**src/rtl/barrier_pkg.sv**
```systemverilog
// ----------------------------------------------------------------------------
// barrier_pkg
// Shared types and constants for the barrier scan controller slice.
//   COORD_W          : width of every barrier coordinate / half-extent
//   COLL_*           : one-hot tank collision side codes from the checker
//   barrier_entry_t  : one barrier table entry {en, x, y, h, l}
//   scan_state_t     : scan sequencer states
// ----------------------------------------------------------------------------
package barrier_pkg;

  localparam int COORD_W = 10;

  localparam logic [3:0] COLL_NONE   = 4'b0000;
  localparam logic [3:0] COLL_LEFT   = 4'b0001;
  localparam logic [3:0] COLL_RIGHT  = 4'b0010;
  localparam logic [3:0] COLL_TOP    = 4'b0100;
  localparam logic [3:0] COLL_BOTTOM = 4'b1000;

  typedef struct packed {
    logic               en;
    logic [COORD_W-1:0] x;
    logic [COORD_W-1:0] y;
    logic [COORD_W-1:0] h;
    logic [COORD_W-1:0] l;
  } barrier_entry_t;

  typedef enum logic [2:0] {
    ST_IDLE   = 3'd0,
    ST_LOAD   = 3'd1,
    ST_WAIT   = 3'd2,
    ST_SAMPLE = 3'd3,
    ST_DONE   = 3'd4
  } scan_state_t;

  // Disabled entry with zero geometry; the table's reset content.
  function automatic barrier_entry_t entry_null();
    barrier_entry_t e;
    e = '0;
    return e;
  endfunction

endpackage

```
**src/rtl/barrier_table.sv**
```systemverilog
// ----------------------------------------------------------------------------
// barrier_table
// NUM_BARRIERS-entry register file of barrier descriptors.
//   Clk, Reset  : clock, asynchronous active-low reset (clears every entry)
//   we, waddr   : write strobe and entry index; out-of-range indices dropped
//   wdata       : entry written at the clock edge
//   raddr       : combinational read index
//   rdata       : entry at raddr
// ----------------------------------------------------------------------------
module barrier_table
  import barrier_pkg::*;
#(
  parameter int NUM_BARRIERS = 8,
  parameter int IDX_W        = $clog2(NUM_BARRIERS)
) (
  input  logic                 Clk,
  input  logic                 Reset,
  input  logic                 we,
  input  logic [IDX_W-1:0]     waddr,
  input  barrier_entry_t       wdata,
  input  logic [IDX_W-1:0]     raddr,
  output barrier_entry_t       rdata
);

  localparam logic [IDX_W:0] NUM_EXT = (IDX_W+1)'(NUM_BARRIERS);

  barrier_entry_t table_r [NUM_BARRIERS];
  logic           addr_ok_s;

  // Only indices that name a real entry may be written (matters when
  // NUM_BARRIERS is not a power of two).
  assign addr_ok_s = ({1'b0, waddr} < NUM_EXT);

  // Entry storage: cleared on reset, single write port
  always_ff @(posedge Clk or negedge Reset) begin
    if (!Reset) begin
      for (int i = 0; i < NUM_BARRIERS; i++) begin
        table_r[i] <= entry_null();
      end
    end else if (we && addr_ok_s) begin
      table_r[waddr] <= wdata;
    end
  end

  assign rdata = table_r[raddr];

endmodule

```
**src/rtl/barrier_scan_ctrl.sv**
```systemverilog
// ----------------------------------------------------------------------------
// barrier_scan_ctrl
// Time-shares one barrier collision checker over the barrier table once per
// frame and publishes OR-accumulated per-frame collision results.
//   Clk, Reset                 : clock, asynchronous active-low reset
//   frame_start                : pulse, begin a scan (IDLE only)
//   cfg_we/addr/en/x/y/h/l     : table write port, accepted while cfg_ready
//   cfg_ready                  : high in IDLE
//   BarrierX/Y, Barrier_*      : registered geometry presented to the checker
//   chk_p1/p2, chk_b1/b2       : checker outputs for the presented geometry
//   player_*/bullet_* outputs  : per-frame results, updated on frame_done
//   frame_done                 : one-cycle pulse when results update
//   overrun                    : sticky, frame_start seen while busy
// ----------------------------------------------------------------------------
module barrier_scan_ctrl
  import barrier_pkg::*;
#(
  parameter int NUM_BARRIERS = 8,
  parameter int CHECK_LAT    = 1,
  parameter int IDX_W        = $clog2(NUM_BARRIERS)
) (
  input  logic                 Clk,
  input  logic                 Reset,
  input  logic                 frame_start,
  input  logic                 cfg_we,
  input  logic [IDX_W-1:0]     cfg_addr,
  input  logic                 cfg_en,
  input  logic [COORD_W-1:0]   cfg_x,
  input  logic [COORD_W-1:0]   cfg_y,
  input  logic [COORD_W-1:0]   cfg_h,
  input  logic [COORD_W-1:0]   cfg_l,
  output logic                 cfg_ready,
  output logic [COORD_W-1:0]   BarrierX,
  output logic [COORD_W-1:0]   BarrierY,
  output logic [COORD_W-1:0]   Barrier_Height_Halved,
  output logic [COORD_W-1:0]   Barrier_Length_Halved,
  input  logic [3:0]           chk_p1,
  input  logic [3:0]           chk_p2,
  input  logic                 chk_b1,
  input  logic                 chk_b2,
  output logic [3:0]           player_1_collision,
  output logic [3:0]           player_2_collision,
  output logic                 bullet_1_collision,
  output logic                 bullet_2_collision,
  output logic [IDX_W-1:0]     bullet_1_idx,
  output logic [IDX_W-1:0]     bullet_2_idx,
  output logic                 frame_done,
  output logic                 overrun
);

  localparam logic [IDX_W-1:0] IDX_LAST  = IDX_W'(NUM_BARRIERS - 1);
  localparam logic [2:0]       WAIT_LAST = 3'(CHECK_LAT - 1);

  scan_state_t        state_r, state_s;
  logic [IDX_W-1:0]   idx_r;
  logic [2:0]         wait_cnt_r;

  barrier_entry_t     wr_entry_s, rd_entry_s;
  logic               tbl_we_s;
  logic               start_s;
  logic               sample_s;

  logic [COORD_W-1:0] geo_x_r, geo_y_r, geo_h_r, geo_l_r;
  logic [3:0]         p1_acc_r, p2_acc_r;
  logic               b1_acc_r, b2_acc_r;
  logic [IDX_W-1:0]   b1_idx_acc_r, b2_idx_acc_r;

  logic [3:0]         p1_res_r, p2_res_r;
  logic               b1_res_r, b2_res_r;
  logic [IDX_W-1:0]   b1_idx_res_r, b2_idx_res_r;
  logic               frame_done_r, overrun_r, cfg_ready_r;

  // Writes only land in IDLE, so the table is frozen for the whole scan.
  // A write coinciding with frame_start lands before the first LOAD reads it.
  assign tbl_we_s   = cfg_we && (state_r == ST_IDLE);
  assign wr_entry_s = '{en: cfg_en, x: cfg_x, y: cfg_y, h: cfg_h, l: cfg_l};
  assign start_s    = frame_start && (state_r == ST_IDLE);
  assign sample_s   = (state_r == ST_SAMPLE) && rd_entry_s.en;

  barrier_table #(
    .NUM_BARRIERS (NUM_BARRIERS),
    .IDX_W        (IDX_W)
  ) u_table (
    .Clk   (Clk),
    .Reset (Reset),
    .we    (tbl_we_s),
    .waddr (cfg_addr),
    .wdata (wr_entry_s),
    .raddr (idx_r),
    .rdata (rd_entry_s)
  );

  // Next-state decode of the scan sequencer
  always_comb begin
    state_s = state_r;
    case (state_r)
      ST_IDLE: begin
        if (frame_start) begin
          state_s = ST_LOAD;
        end else begin
          state_s = ST_IDLE;
        end
      end
      ST_LOAD: begin
        state_s = ST_WAIT;
      end
      ST_WAIT: begin
        if (wait_cnt_r == WAIT_LAST) begin
          state_s = ST_SAMPLE;
        end else begin
          state_s = ST_WAIT;
        end
      end
      ST_SAMPLE: begin
        if (idx_r == IDX_LAST) begin
          state_s = ST_DONE;
        end else begin
          state_s = ST_LOAD;
        end
      end
      ST_DONE: begin
        state_s = ST_IDLE;
      end
      default: begin
        state_s = ST_IDLE;
      end
    endcase
  end

  // State register, table index and checker latency counter
  always_ff @(posedge Clk or negedge Reset) begin
    if (!Reset) begin
      state_r    <= ST_IDLE;
      idx_r      <= '0;
      wait_cnt_r <= 3'd0;
    end else begin
      state_r <= state_s;
      if (start_s) begin
        idx_r <= '0;
      end else if (state_r == ST_SAMPLE && idx_r != IDX_LAST) begin
        idx_r <= idx_r + IDX_W'(1);
      end
      if (state_r == ST_LOAD) begin
        wait_cnt_r <= 3'd0;
      end else if (state_r == ST_WAIT) begin
        wait_cnt_r <= wait_cnt_r + 3'd1;
      end
    end
  end

  // Geometry presented to the checker; holds the last entry after a scan
  always_ff @(posedge Clk or negedge Reset) begin
    if (!Reset) begin
      geo_x_r <= '0;
      geo_y_r <= '0;
      geo_h_r <= '0;
      geo_l_r <= '0;
    end else if (state_r == ST_LOAD) begin
      geo_x_r <= rd_entry_s.x;
      geo_y_r <= rd_entry_s.y;
      geo_h_r <= rd_entry_s.h;
      geo_l_r <= rd_entry_s.l;
    end
  end

  // Per-scan accumulators; bullet index keeps the first (lowest) hit
  always_ff @(posedge Clk or negedge Reset) begin
    if (!Reset) begin
      p1_acc_r     <= COLL_NONE;
      p2_acc_r     <= COLL_NONE;
      b1_acc_r     <= 1'b0;
      b2_acc_r     <= 1'b0;
      b1_idx_acc_r <= '0;
      b2_idx_acc_r <= '0;
    end else if (start_s) begin
      p1_acc_r     <= COLL_NONE;
      p2_acc_r     <= COLL_NONE;
      b1_acc_r     <= 1'b0;
      b2_acc_r     <= 1'b0;
      b1_idx_acc_r <= '0;
      b2_idx_acc_r <= '0;
    end else if (sample_s) begin
      p1_acc_r <= p1_acc_r | chk_p1;
      p2_acc_r <= p2_acc_r | chk_p2;
      if (chk_b1 && !b1_acc_r) begin
        b1_acc_r     <= 1'b1;
        b1_idx_acc_r <= idx_r;
      end
      if (chk_b2 && !b2_acc_r) begin
        b2_acc_r     <= 1'b1;
        b2_idx_acc_r <= idx_r;
      end
    end
  end

  // Published results: only ever copied from a completed scan
  always_ff @(posedge Clk or negedge Reset) begin
    if (!Reset) begin
      p1_res_r     <= COLL_NONE;
      p2_res_r     <= COLL_NONE;
      b1_res_r     <= 1'b0;
      b2_res_r     <= 1'b0;
      b1_idx_res_r <= '0;
      b2_idx_res_r <= '0;
      frame_done_r <= 1'b0;
    end else begin
      frame_done_r <= (state_r == ST_DONE);
      if (state_r == ST_DONE) begin
        p1_res_r     <= p1_acc_r;
        p2_res_r     <= p2_acc_r;
        b1_res_r     <= b1_acc_r;
        b2_res_r     <= b2_acc_r;
        b1_idx_res_r <= b1_idx_acc_r;
        b2_idx_res_r <= b2_idx_acc_r;
      end
    end
  end

  // Status flags: ready follows the upcoming state, overrun is sticky
  always_ff @(posedge Clk or negedge Reset) begin
    if (!Reset) begin
      cfg_ready_r <= 1'b1;
      overrun_r   <= 1'b0;
    end else begin
      cfg_ready_r <= (state_s == ST_IDLE);
      if (frame_start && state_r != ST_IDLE) begin
        overrun_r <= 1'b1;
      end
    end
  end

  assign cfg_ready             = cfg_ready_r;
  assign BarrierX              = geo_x_r;
  assign BarrierY              = geo_y_r;
  assign Barrier_Height_Halved = geo_h_r;
  assign Barrier_Length_Halved = geo_l_r;
  assign player_1_collision    = p1_res_r;
  assign player_2_collision    = p2_res_r;
  assign bullet_1_collision    = b1_res_r;
  assign bullet_2_collision    = b2_res_r;
  assign bullet_1_idx          = b1_idx_res_r;
  assign bullet_2_idx          = b2_idx_res_r;
  assign frame_done            = frame_done_r;
  assign overrun               = overrun_r;

endmodule
```
**config.mk**
```make
export PLATFORM = sky130hd
export DESIGN_NAME = barrier_scan_ctrl
export DESIGN_NICKNAME = d
export VERILOG_FILES = /design/src/rtl/barrier_pkg.sv /design/src/rtl/barrier_table.sv /design/src/rtl/barrier_scan_ctrl.sv
export SDC_FILE = /design/constraint.sdc
export NUM_CORES = 1
export LEC_CHECK = 0
export CAP_MARGIN = 20
export CELL_PAD_IN_SITES_DETAIL_PLACEMENT = 0
export CELL_PAD_IN_SITES_GLOBAL_PLACEMENT = 2
export CORE_MARGIN = 4
export CORE_UTILIZATION = 43
export CTS_CLUSTER_DIAMETER = 50
export CTS_CLUSTER_SIZE = 40
export DETAILED_ROUTE_END_ITERATION = 10
export PLACE_DENSITY = 0.79
export REMOVE_ABC_BUFFERS = 1
export SETUP_SLACK_MARGIN = 0.02
export SLEW_MARGIN = 30
export SYNTH_ARGS = -nofsm -noshare
export SYNTH_HDL_FRONTEND = slang
export SYNTH_SLANG_ARGS = --single-unit
```
**constraint.sdc**
```tcl
create_clock -name Clk -period 2.41 [get_ports Clk]
set_input_delay 0.241 -clock Clk [delete_from_list [all_inputs] [get_ports Clk]]
set_output_delay 0.241 -clock Clk [all_outputs]
set_load 0.1 [all_outputs]
```
# Word-level counts from Yosys, hierarchy flattened
# Cells that the tools add are included.
# word_totals
ramBits	0
input_bits	58
mem_count	0
mem_bits_ro	0
latchBits	0
wordCells	128
output_inout_bits	59
regBits	412
# classes
mux	30
order_cmp	3
eq_ne	6
n_reduce_logical	21
multipliers	0
shifts	0
n_div	0
n_addsub	2
bitwise	4
# op_table
operator	count
$bwmux 328	1
$bmux 41 s3	1
$demux 41 s3	1
$mux 41	3
$mux 3	11
$mux 4	4
$pmux 3 s4	1
$reduce_bool 2->1	5
$logic_not 3->1	3
$ge 4x4->1 const B	2
$logic_and 1x1->1	8
$mux 1	8
$not 3->4	2
$or 4x4->4	2
$add 3x1->3 const B	2
$eq 3x2->1 const B	2
$eq 3x3->1 const B	2
$lt 4x1->1 const B	1
$reduce_and 2->1	2
$eq 3x1->1 const B	1
$ne 3x3->1 const B	1
$reduce_bool 3->1	1
$logic_not 1->1	2

# Logic depth before layout (Yosys ltp)
# Gate-level depths: netlist (run 1).
# depth
depth_word	7
ltp_mapped	8
ltp_nobuf	6

# Cells and area by module
# A second synthesis (run 1) with hierarchy kept.
# unflattened
hier_cells	1078
area_unflattened_um2	18287.5
# modules_own_cells
module	cells_per_inst	area_each_um2	n_inst	seq_area_each_um2
barrier_table	849	14986.9	1	8207.9
barrier_scan_ctrl	229	3300.7	1	2103.3

# Worst setup path after synthesis (run 1)
# No wires, ideal clock.
# synth_path
path_kind	register to register
from	reg state_r[1]
to	reg u_table.table_r[225] in the netlist's numbering
period_less_slack_ns	1.903
stages_incl_launch_ff	7
path_buffers	2
t_required_ns	2.285
setup_slack_ns	0.507
setup_time_ns	0.125
arrival_time_ns	1.779
path_cell_list	dfrtp_1 -> buf_2 -> nor4b_4 -> nand2b_2 -> nor3b_4 -> buf_6 -> mux2_2
# synth_via
elab_chain_cells	2
# synth_lines
element	line	rtl
start: declaration	barrier_scan_ctrl.sv:54	scan_state_t state_r, state_s;
start signal: assignment	barrier_scan_ctrl.sv:137	state_r <= state_s;
$logic_not 3->1	barrier_scan_ctrl.sv:75	assign tbl_we_s = cfg_we && (state_r == ST_IDLE);
$logic_and 1x1->1	barrier_scan_ctrl.sv:75	
end signal: indexed assignment	barrier_table.sv:38	table_r[i] <= entry_null();
end signal: indexed assignment	barrier_table.sv:41	table_r[waddr] <= wdata;
end: declaration	barrier_table.sv:27	barrier_entry_t table_r [NUM_BARRIERS];
# No other way between the ends.
# A chain may end at the register's enable or synchronous reset.

# Final worst setup path (run 1)
# layout_path
from	reg state_r[0]
to	reg u_table.table_r[230] in the netlist's numbering
# Same word-level chain as after synthesis.

==> results of run 1 <==
state kept, by name, indices dropped and copies added, names as in the netlist, 3 cells and up:
signal	flops
u_table.table_r	328
BarrierX	10
BarrierY	10
Barrier_Height_Halved	10
Barrier_Length_Halved	10
p1_acc_r	4
p2_acc_r	4
player_1_collision	4
player_2_collision	4
b1_idx_acc_r	3
b2_idx_acc_r	3
bullet_1_idx	3
bullet_2_idx	3
idx_r	3
state_r	3
wait_cnt_r	3
cells in the final DEF (no fill, tap or decap), types with 11 or more instances in the layout:
| cell type | instances |
|---|---|
| mux2i_1 | 11 |
| mux2_1 | 38 |
| clkbuf_16 | 43 |
| nor2_1 | 54 |
| dfrtp_1 | 408 |
| nand2_1 | 93 |
| mux4_2 | 80 |
| buf_4 | 81 |
| clkdlybuf4s50_1 | 56 |
| buf_12 | 19 |
| a31oi_1 | 41 |
| mux2_2 | 306 |
metal layers:
layer	vias to the layer above	global-route usage (%)
li1	4571	-
met1	5387	25.9
met2	132	28.5
met3	51	2.68
met4	2	4.38
met5	-	0
through the flow:
stage	hold slack (ns)	setup slack [ns]
after floorplan	-0.0546	-2.94
after global placement	0.218	0.127
after detailed placement	0.214	0.119
after CTS	0.232	0.333
after global routing	0.262	0.253
final	0.228	0.341
report_power, final:
group / internal, W / switching (W)
clock network: 0.00380 / 0.00292
registers: 0.0101 / 0.00170
logic: 0.00502 / 0.00590
critical path, cell delays in order, from the launching register on:
cell	delay (ns)
dfrtp_1	0.41
nor4b_4	0.37
nand2b_2	0.21
nor3b_4	0.29
buf_12	0.30
mux2_2	0.36
logic make-up (layout without fill, tap and decap cells):
| family | count (synthesis) | after routing | share of synthesized area (%) |
|---|---|---|---|
| xor+xnor | 2 | 2 | 0.0983 |
| fa+ha+maj | 4 | 4 | 0.281 |
| compound gates | 66 | 66 | 2.41 |
| mux | 435 | 435 | 32.4 |
| buf+inv | 86 | 238 | 2.51 |
| simple gates | 176 | 176 | 4.43 |
| flops | 412 | 412 | 57.8 |
path summary, 6_finish.rpt:
check	from	end	slack, ns
min in group Clk	frame_start	overrun	0.30
max in group asynchronous	Reset	u_table.table_r[79]	1.33
worst max register to register	state_r[0]	u_table.table_r[230]	0.34
worst min register to register	overrun	overrun	0.48
worst min-delay path	Reset	u_table.table_r[152]	0.23
worst max-delay path	state_r[0]	u_table.table_r[230]	0.34
layout make-up:
cell class                 count  area [µm²]  area share (%)
clock buffer                  46        1090            5.15
clock inverter                27         329            1.56
inverter                       7        26.3           0.124
multi-input combinational    683        7100            33.7
sequential                   412       10300            48.9
tap                          532         666            3.15
timing repair buffer         158        1570            7.46
repair_timing:
item	4_1_cts	5_1_grt
hold buffers	1	0
gates resized for setup	0	0
endpoints found under the hold margin	47	0
==> results by group, run 1 <==
Run status
  – Status: finished, final reports clean

Floorplanning
  – Die width: about 210 µm
  – Row cnt: between 70 and 80
  – # IOs: approximately 120
  – Core Region: 40,900 µm²
  – Die area: 44,800 µm²
  – Height of the die: between 200 and 250 µm
  – Initial Util: 43.6%

Synth
  – Synth Warn #: 0
  – Synth Cell Area: between 15,000 and 20,000 µm²
  – Ys async rst share: 100%
  – Synthesized flop and latch total: roughly 410
  – Dominant cell type by area after synthesis: dfrtp_1
  – Count of different cell masters after synthesis: 39
  – Post-synthesis sequential area ratio: between 50 and 60%
  – Syn Area/Cell: ~15 µm²
  – Commonest cells post-synth: 411 x dfrtp_1, 306 x mux2_2, 94 x nand2_1
  – Synth area leaders: dfrtp_1 58%, mux2_2 19%, mux4_2 10%, mux2_1 2.4%, nand2_1 2.0%
  – Most frequent cell after synthesis: dfrtp_1
  – Post-synth top area share: 57.7%
  – Post-synth EDFFs: 0
  – Ys flop type: dfrtp_1
  – Syn Inst Count: around 1,200

Cells and area
  – P&R area growth vs syn: 18.4%
  – Nets: 1,365
  – Layout fillers: roughly 3,500
  – ANT cells: 0
  – Finished Layout Cells: 1,865
  – Fin area: roughly 21,000 µm²
  – Core Util, Final: between 50% and 60%
  – Share of cells above drive strength 1: 42.9%

Drt
  – WL met1: around 19 mm
  – DRT Wirelength: 39.2 mm
  – Final ANT Viol Nets: 0
  – Met3 WL: roughly 1.3 mm
  – Wire length per cell: about 21 µm
  – Top sig layer: met5
  – Drt first pass iters: 4
  – # DRC: 0
  – Routed vias: between 10,000 and 15,000
  – DR iter-0 viols: just over 500
  – Vias/cell: 5.44
  – WL met2: 18.7 mm

Global routing
  – First-pass GRT wire length: about 63 mm
  – Number of global-route vias before repair: 10,800
  – Congestion Overflow GR: 0
  – Initial antenna violation count: 1
  – Largest net degree at the start of global routing: between 80 and 90
  – GRT Total Usage: 17.8%

Job
  – Max_cap viols: 0

Timing
  – Final hold vios: 0
  – Slew HR: 61.2%
  – Final-report max-slew violation count: 0
  – RSZ-0062 raised after global routing: no
  – Final cycle utilization of the critical path: 85.9%
  – Clock Skews: 0.0236 ns
  – Total Neg Setup Slack: 0 ns
  – Crit path time final: 2.07 ns
  – Highest Clock Rate: slightly below 0.5 GHz
  – Final setup fails: 0
  – Worst slew pin tran: 0.582 ns

Placed design
  – GP Congestion: between 0.7 and 0.8
  – Placed Area: 19,700 µm²
  – Placed Cells: about 1,800
  – DPL Wire Length: 22.7 mm
  – IO Port Bufs: 116

Setup path
  – Crit. End Element: flip-flop
  – Reg2reg path depth: 5
  – Critical Path Fanout Max: 33
  – Worst setup SP type: flip-flop
  – Worst Path Arrival: between 2 and 3 ns
  – Crit Path Category: flip-flop to flip-flop
  – Worst EP required: ~2.8 ns

Power
  – Power, Total: roughly 0.029 W
  – Pleak: 9.32 nW
  – VDD IR max: ~0.67 mV
  – PD cells: roughly 1400 nW/µm²

Clocking
  – Setup Fix Bufs, Post-CTS: 0
  – H-tree levels: 2
  – CTS max path bufs: 3
  – Total clock sinks: approximately 410
  – CTS clk-pin slew, worst paths: 0.07 ns
  – Worst-skew pair later-pin latency: about 0.56 ns
  – CTS tree: done
  – TritonCTS Buffers: 41
  – Root buf cell: clkbuf_16

Hold path
  – Worst min path class: input pin to asynchronous set/reset pin
(Power assumes the default switching activity.)
==> run 2, diff against run 1 <==
--- a/config.mk
+++ b/config.mk
@@ -6,7 +6,7 @@
 export NUM_CORES = 1
 export LEC_CHECK = 0
 export CAP_MARGIN = 20
-export CELL_PAD_IN_SITES_DETAIL_PLACEMENT = 0
+export CELL_PAD_IN_SITES_DETAIL_PLACEMENT = 1
 export CELL_PAD_IN_SITES_GLOBAL_PLACEMENT = 2
 export CORE_MARGIN = 4
 export CORE_UTILIZATION = 43
==> results by group, run 2 (same netlist as run 1, synthesis figures left out) <==
Run status
  – Status: finished, final reports clean

Floorplanning
  – Die width: between 200 and 250 µm
  – Height of the die: 212 µm
  – Die area: between 40,000 and 50,000 µm²
  – Core Region: just over 40,000 µm²
  – Row cnt: 74
  – # IOs: 117
  – Initial Util: 43.6%

Setup path
  – Worst EP required: between 2 and 3 ns
  – Critical Path Fanout Max: 33
  – CP max-delay cell: dfrtp_1
  – Reg2Reg Setup Slack: between 0.3 and 0.4 ns
  – Reg2reg path depth: 5
  – Reg-to-reg critical path startpoint: state_r[0]
  – Crit. End Element: flip-flop
  – Worst setup SP type: flip-flop
  – Longest individual stage delay on the worst path: a little over 0.4 ns
  – Worst Path Arrival: between 2 and 3 ns
  – Crit-path cells: nor4b_4 > nand2b_2 > nor3b_4 > buf_12 > mux2_2
  – Reg-to-Reg End: u_table.table_r[225]
  – Crit Path Category: flip-flop to flip-flop

Timing
  – Highest Clock Rate: ~0.48 GHz
  – RSZ-0062 raised after global routing: no
  – Final cycle utilization of the critical path: between 80% and 90%
  – Final setup fails: 0
  – Final-report max-slew violation count: 0
  – Total Neg Setup Slack: 0 ns
  – Crit path time final: around 2.1 ns
  – Slew HR: between 60% and 70%
  – Worst slew pin tran: approximately 0.57 ns
  – Worst setup margin: 0.329 ns
  – Final hold vios: 0
  – Clock Skews: ~0.029 ns

Drt
  – Final ANT Viol Nets: 0
  – DR iter-0 viols: 568
  – DRT Wirelength: 41.9 mm
  – # DRC: 0
  – Vias/cell: roughly 5.5
  – Wire length per cell: 22.4 µm
  – Drt first pass iters: 4
  – Routed vias: just over 10,000

Global routing
  – Largest net degree at the start of global routing: approximately 80
  – Number of global-route vias before repair: around 12,000
  – GRT Total Usage: 19.3%
  – Congestion Overflow GR: 0
  – First-pass GRT wire length: roughly 68 mm
  – Initial antenna violation count: 1

Clocking
  – H-tree levels: 2
  – PostCTS Resize Cnt: 0
  – TritonCTS Buffers: 43
  – Worst-skew pair later-pin latency: a little under 0.6 ns
  – Total clock sinks: 412
  – CTS max path bufs: 3
  – CTS tree: done
  – CTS clk-pin slew, worst paths: approximately 0.08 ns
  – Root buf cell: clkbuf_16

Cells and area
  – Layout fillers: approximately 3,900
  – Share of cells above drive strength 1: about 43%
  – Largest Register: u_table.table_r
  – Nets: between 1,000 and 1,500
  – Most common cell after layout, fill and taps aside: dfrtp_1
  – Most frequent cells in the layout: 408 x dfrtp_1, 306 x mux2_2, 93 x nand2_1, 81 x buf_4, 80 x mux4_2
  – P&R area growth vs syn: 18.8%
  – Flip-flop count of the largest register after layout: between 300 and 400
  – ANT cells: 0

Job
  – Max_cap viols: 0

Power
  – Power, Total: roughly 0.030 W
  – PD cells: 1410 nW/µm²
  – VDD IR max: between 0.9 and 1 mV
  – Pleak: around 9.3 nW

Placed design
  – DP Worst Slack: around 0.13 ns
  – GP Congestion: a little over 0.7
  – IO Port Bufs: ~120
  – DPL Wire Length: 24.2 mm

Hold path
  – Worst min path class: input pin to asynchronous set/reset pin
[run 2: final cells by class]
cell class | count | area (µm²) | share of cell area [%]
clock buffers | 48 | 1140 | 5.36
clock inverters | 32 | 359 | 1.70
repair buffers | 158 | 1570 | 7.43
multi-input cells | 683 | 7100 | 33.5
inverters | 7 | 26.3 | 0.124
flip-flops and latches | 412 | 10300 | 48.7
well taps | 532 | 666 | 3.14
[run 2: critical path, delay by kind of cell (launching register included)]
| kind | cells | cell delay, ns |
|---|---|---|
| buffers and inverters | 1 | 0.28 |
| muxes | 1 | 0.38 |
| DFF | 1 | 0.41 |
| and+or+nand+nor | 3 | 0.85 |
[run 2: worst max-delay path by stage]
| stage | start | to | cells after the start |
|---|---|---|---|
| after CTS | state_r[0] | u_table.table_r[225] | 5 |
| final | state_r[0] | u_table.table_r[225] | 5 |
| after global placement | cfg_we | u_table.table_r[241] | 6 |
| after detailed placement | cfg_we | u_table.table_r[230] | 6 |
| after global routing | state_r[0] | u_table.table_r[241] | 5 |
| after floorplan | state_r[0] | BarrierX[0] | 2 |
[run 2: power by group]
part | switching (W) | leakage, nW | internal [W]
clock | 0.00321 | 0.722 | 0.00372
combinational | 0.00602 | 3.46 | 0.00503
sequential | 0.00177 | 5.17 | 0.0101
total | 0.0110 | 9.35 | 0.0188
[run 2: repair_timing]
action | CTS | global route
hold endpoints to repair | 47 | 0
hold buffers | 1 | 0
setup buffers | 0 | 0
endpoints found under the setup margin | 0 | 0
[run 2: routing by layer]
metal | wire, µm | global-route usage [%] | up-vias
li1 | - | - | 4566
met5 | 7 | 0 | -
met3 | 1470 | 3.22 | 45
met2 | 20900 | 32.5 | 135
met4 | 590 | 3.58 | 2
met1 | 19000 | 26.9 | 5563
[run 2: through the flow]
stage                     instances  area (µm²)  util, %  hold slack [ns]
after floorplan                1102       17400        -          -0.0546
after global placement         1791       19700     48.1            0.218
after detailed placement       1791       19700     48.1            0.214
after CTS                      1872       21200     51.8            0.199
after global routing           1872       21200     51.8            0.223
final                          1872       21200     51.8            0.216
==> run 3, diff against run 2 <==
--- a/config.mk
+++ b/config.mk
@@ -5,10 +5,9 @@
 export SDC_FILE = /design/constraint.sdc
 export NUM_CORES = 1
 export LEC_CHECK = 0
-export CAP_MARGIN = 20
 export CELL_PAD_IN_SITES_DETAIL_PLACEMENT = 1
 export CELL_PAD_IN_SITES_GLOBAL_PLACEMENT = 2
-export CORE_MARGIN = 4
+export CORE_MARGIN = 10
 export CORE_UTILIZATION = 43
 export CTS_CLUSTER_DIAMETER = 50
 export CTS_CLUSTER_SIZE = 40
==> results by group, run 3 (same netlist as run 1, synthesis figures left out) <==
Global routing
  – Largest net degree at the start of global routing: 76
  – Initial antenna violation count: 2
  – Congestion Overflow GR: 0
  – GRT Total Usage: approximately 17%
  – Number of global-route vias before repair: around 11,000
  – First-pass GRT wire length: around 67 mm

Floorplanning
  – Die width: ~220 µm
  – Die area: roughly 50,000 µm²
  – # IOs: around 120
  – Row cnt: 74
  – Initial Util: around 44%
  – Height of the die: around 220 µm
  – Core Region: 40,900 µm²

Clocking
  – CTS clk-pin slew, worst paths: roughly 0.060 ns
  – Hold-fix buffers, CTS: 1
  – H-tree levels: 2
  – PostCTS Resize Cnt: 0
  – CTS max path bufs: 3
  – TritonCTS Buffers: between 40 and 50
  – Worst-skew pair later-pin latency: 0.57 ns
  – CTS tree: done
  – Root buf cell: clkbuf_16
  – Setup Fix Bufs, Post-CTS: 0
  – Total clock sinks: 412

Power
  – Combinational power share: 37.6%
  – VDD IR max: a little over 0.9 mV
  – Clock power frac: a little under a quarter
  – Sequential Power Share: 39.7%
  – PD cells: ~1400 nW/µm²
  – P_sw: roughly 0.011 W
  – Cell-internal power: ~0.019 W
  – Pleak: about 9.3 nW
  – Sw Share: around 36%

Drt
  – DR iter-0 viols: around 560
  – Vias/cell: roughly 5.5
  – Routed vias: around 10,000
  – Final ANT Viol Nets: 0
  – DRT Wirelength: 41.7 mm
  – Wire length per cell: 22.4 µm
  – # DRC: 0
  – Drt first pass iters: 4

Cells and area
  – Core Util, Final: approximately 52%
  – Largest Register: u_table.table_r
  – Flip-flop count of the largest register after layout: 328
  – Nets: 1,361
  – Most common cell after layout, fill and taps aside: dfrtp_1
  – Fin area: roughly 21,000 µm²
  – Most frequent cells in the layout: 408 x dfrtp_1, 306 x mux2_2, 93 x nand2_1, 80 x mux4_2, 71 x buf_4
  – ANT cells: 0
  – Share of cells above drive strength 1: a little over two fifths
  – P&R area growth vs syn: 18.6%
  – Layout fillers: 3,953

Placed design
  – DPL Wire Length: about 25 mm
  – Placed Area: roughly 20,000 µm²
  – DP Worst Slack: 0.120 ns
  – GP Congestion: between 0.6 and 0.7
  – IO Port Bufs: approximately 120

Timing
  – Worst setup margin: between 0.3 and 0.4 ns
  – Final setup fails: 0
  – Worst slew pin tran: 0.566 ns
  – Highest Clock Rate: 0.491 GHz
  – Final-report max-slew violation count: 0
  – Final hold slack: 0.225 ns
  – Slew HR: between 60 and 70%
  – Crit path time final: approximately 2.0 ns
  – Final hold vios: 0
  – Clock Skews: 0.0322 ns
  – RSZ-0062 raised after global routing: no
  – Final cycle utilization of the critical path: between 80 and 90%

Hold path
  – Worst min path class: input pin to asynchronous set/reset pin

Setup path
  – Worst Path Arrival: between 2 and 2.5 ns
  – Worst setup SP type: flip-flop
  – Crit Path Category: flip-flop to flip-flop
  – Crit. End Element: flip-flop
  – Reg2reg path depth: 5
  – Critical Path Fanout Max: 41
  – Worst EP required: between 2 and 3 ns

Job
  – Max_cap viols: 0

Run status
  – Status: finished, final reports clean
[run 3: critical path: stages (launching register included)]
cell and delay [ns]:
dfrtp_1 0.41, nor4b_4 0.31, nand2b_2 0.20, nor3b_4 0.29
buf_12 0.33, mux2_1 0.37
[run 3: layout make-up]
type                            count  area, µm²  area share, %
Inverter                            7       26.3          0.124
Tap cell                          532        666           3.15
Timing Repair Buffer              153       1600           7.56
Multi-Input combinational cell    683       7100           33.6
Sequential cell                   412      10300           48.8
Clock buffer                       50       1140           5.40
Clock inverter                     25        292           1.38
[run 3: layer usage]
metal | GRT usage [%] | wire length [µm] | vias up
met1 | 22.7 | 19100 | 5553
met4 | 3.95 | 671 | 4
met5 | 0 | 17 | -
met3 | 3.40 | 1510 | 54
li1 | - | - | 4543
met2 | 27.8 | 20400 | 139
[run 3: final timing paths]
kind                                   from                   end  slack [ns]
max in group asynchronous             Reset  u_table.table_r[230]        1.35
worst max-delay path             state_r[0]  u_table.table_r[233]        0.37
worst min-delay path                  Reset           BarrierX[3]        0.23
min in group Clk                frame_start               overrun        0.33
worst min register to register      overrun               overrun        0.48
worst max register to register   state_r[0]  u_table.table_r[233]        0.37
[run 3: stage by stage]
stage	total power, W	cells	TNS (ns)
2_1_floorplan	0.0199	1102	-264.59
6_report	0.0298	1862	0
4_1_cts	0.0302	1862	0
3_3_place_gp	0.0228	1786	0
5_1_grt	0.0316	1862	0
3_5_place_dp	0.0233	1786	0
[run 3: power groups by stage]
stage                     clock [W]  sequential (W)  combinational, W
after global placement            0          0.0117            0.0111
after detailed placement          0          0.0119            0.0114
after CTS                   0.00697          0.0118            0.0114
final                       0.00677          0.0118            0.0112
after global routing        0.00727          0.0122            0.0121
after floorplan                   0          0.0142           0.00570
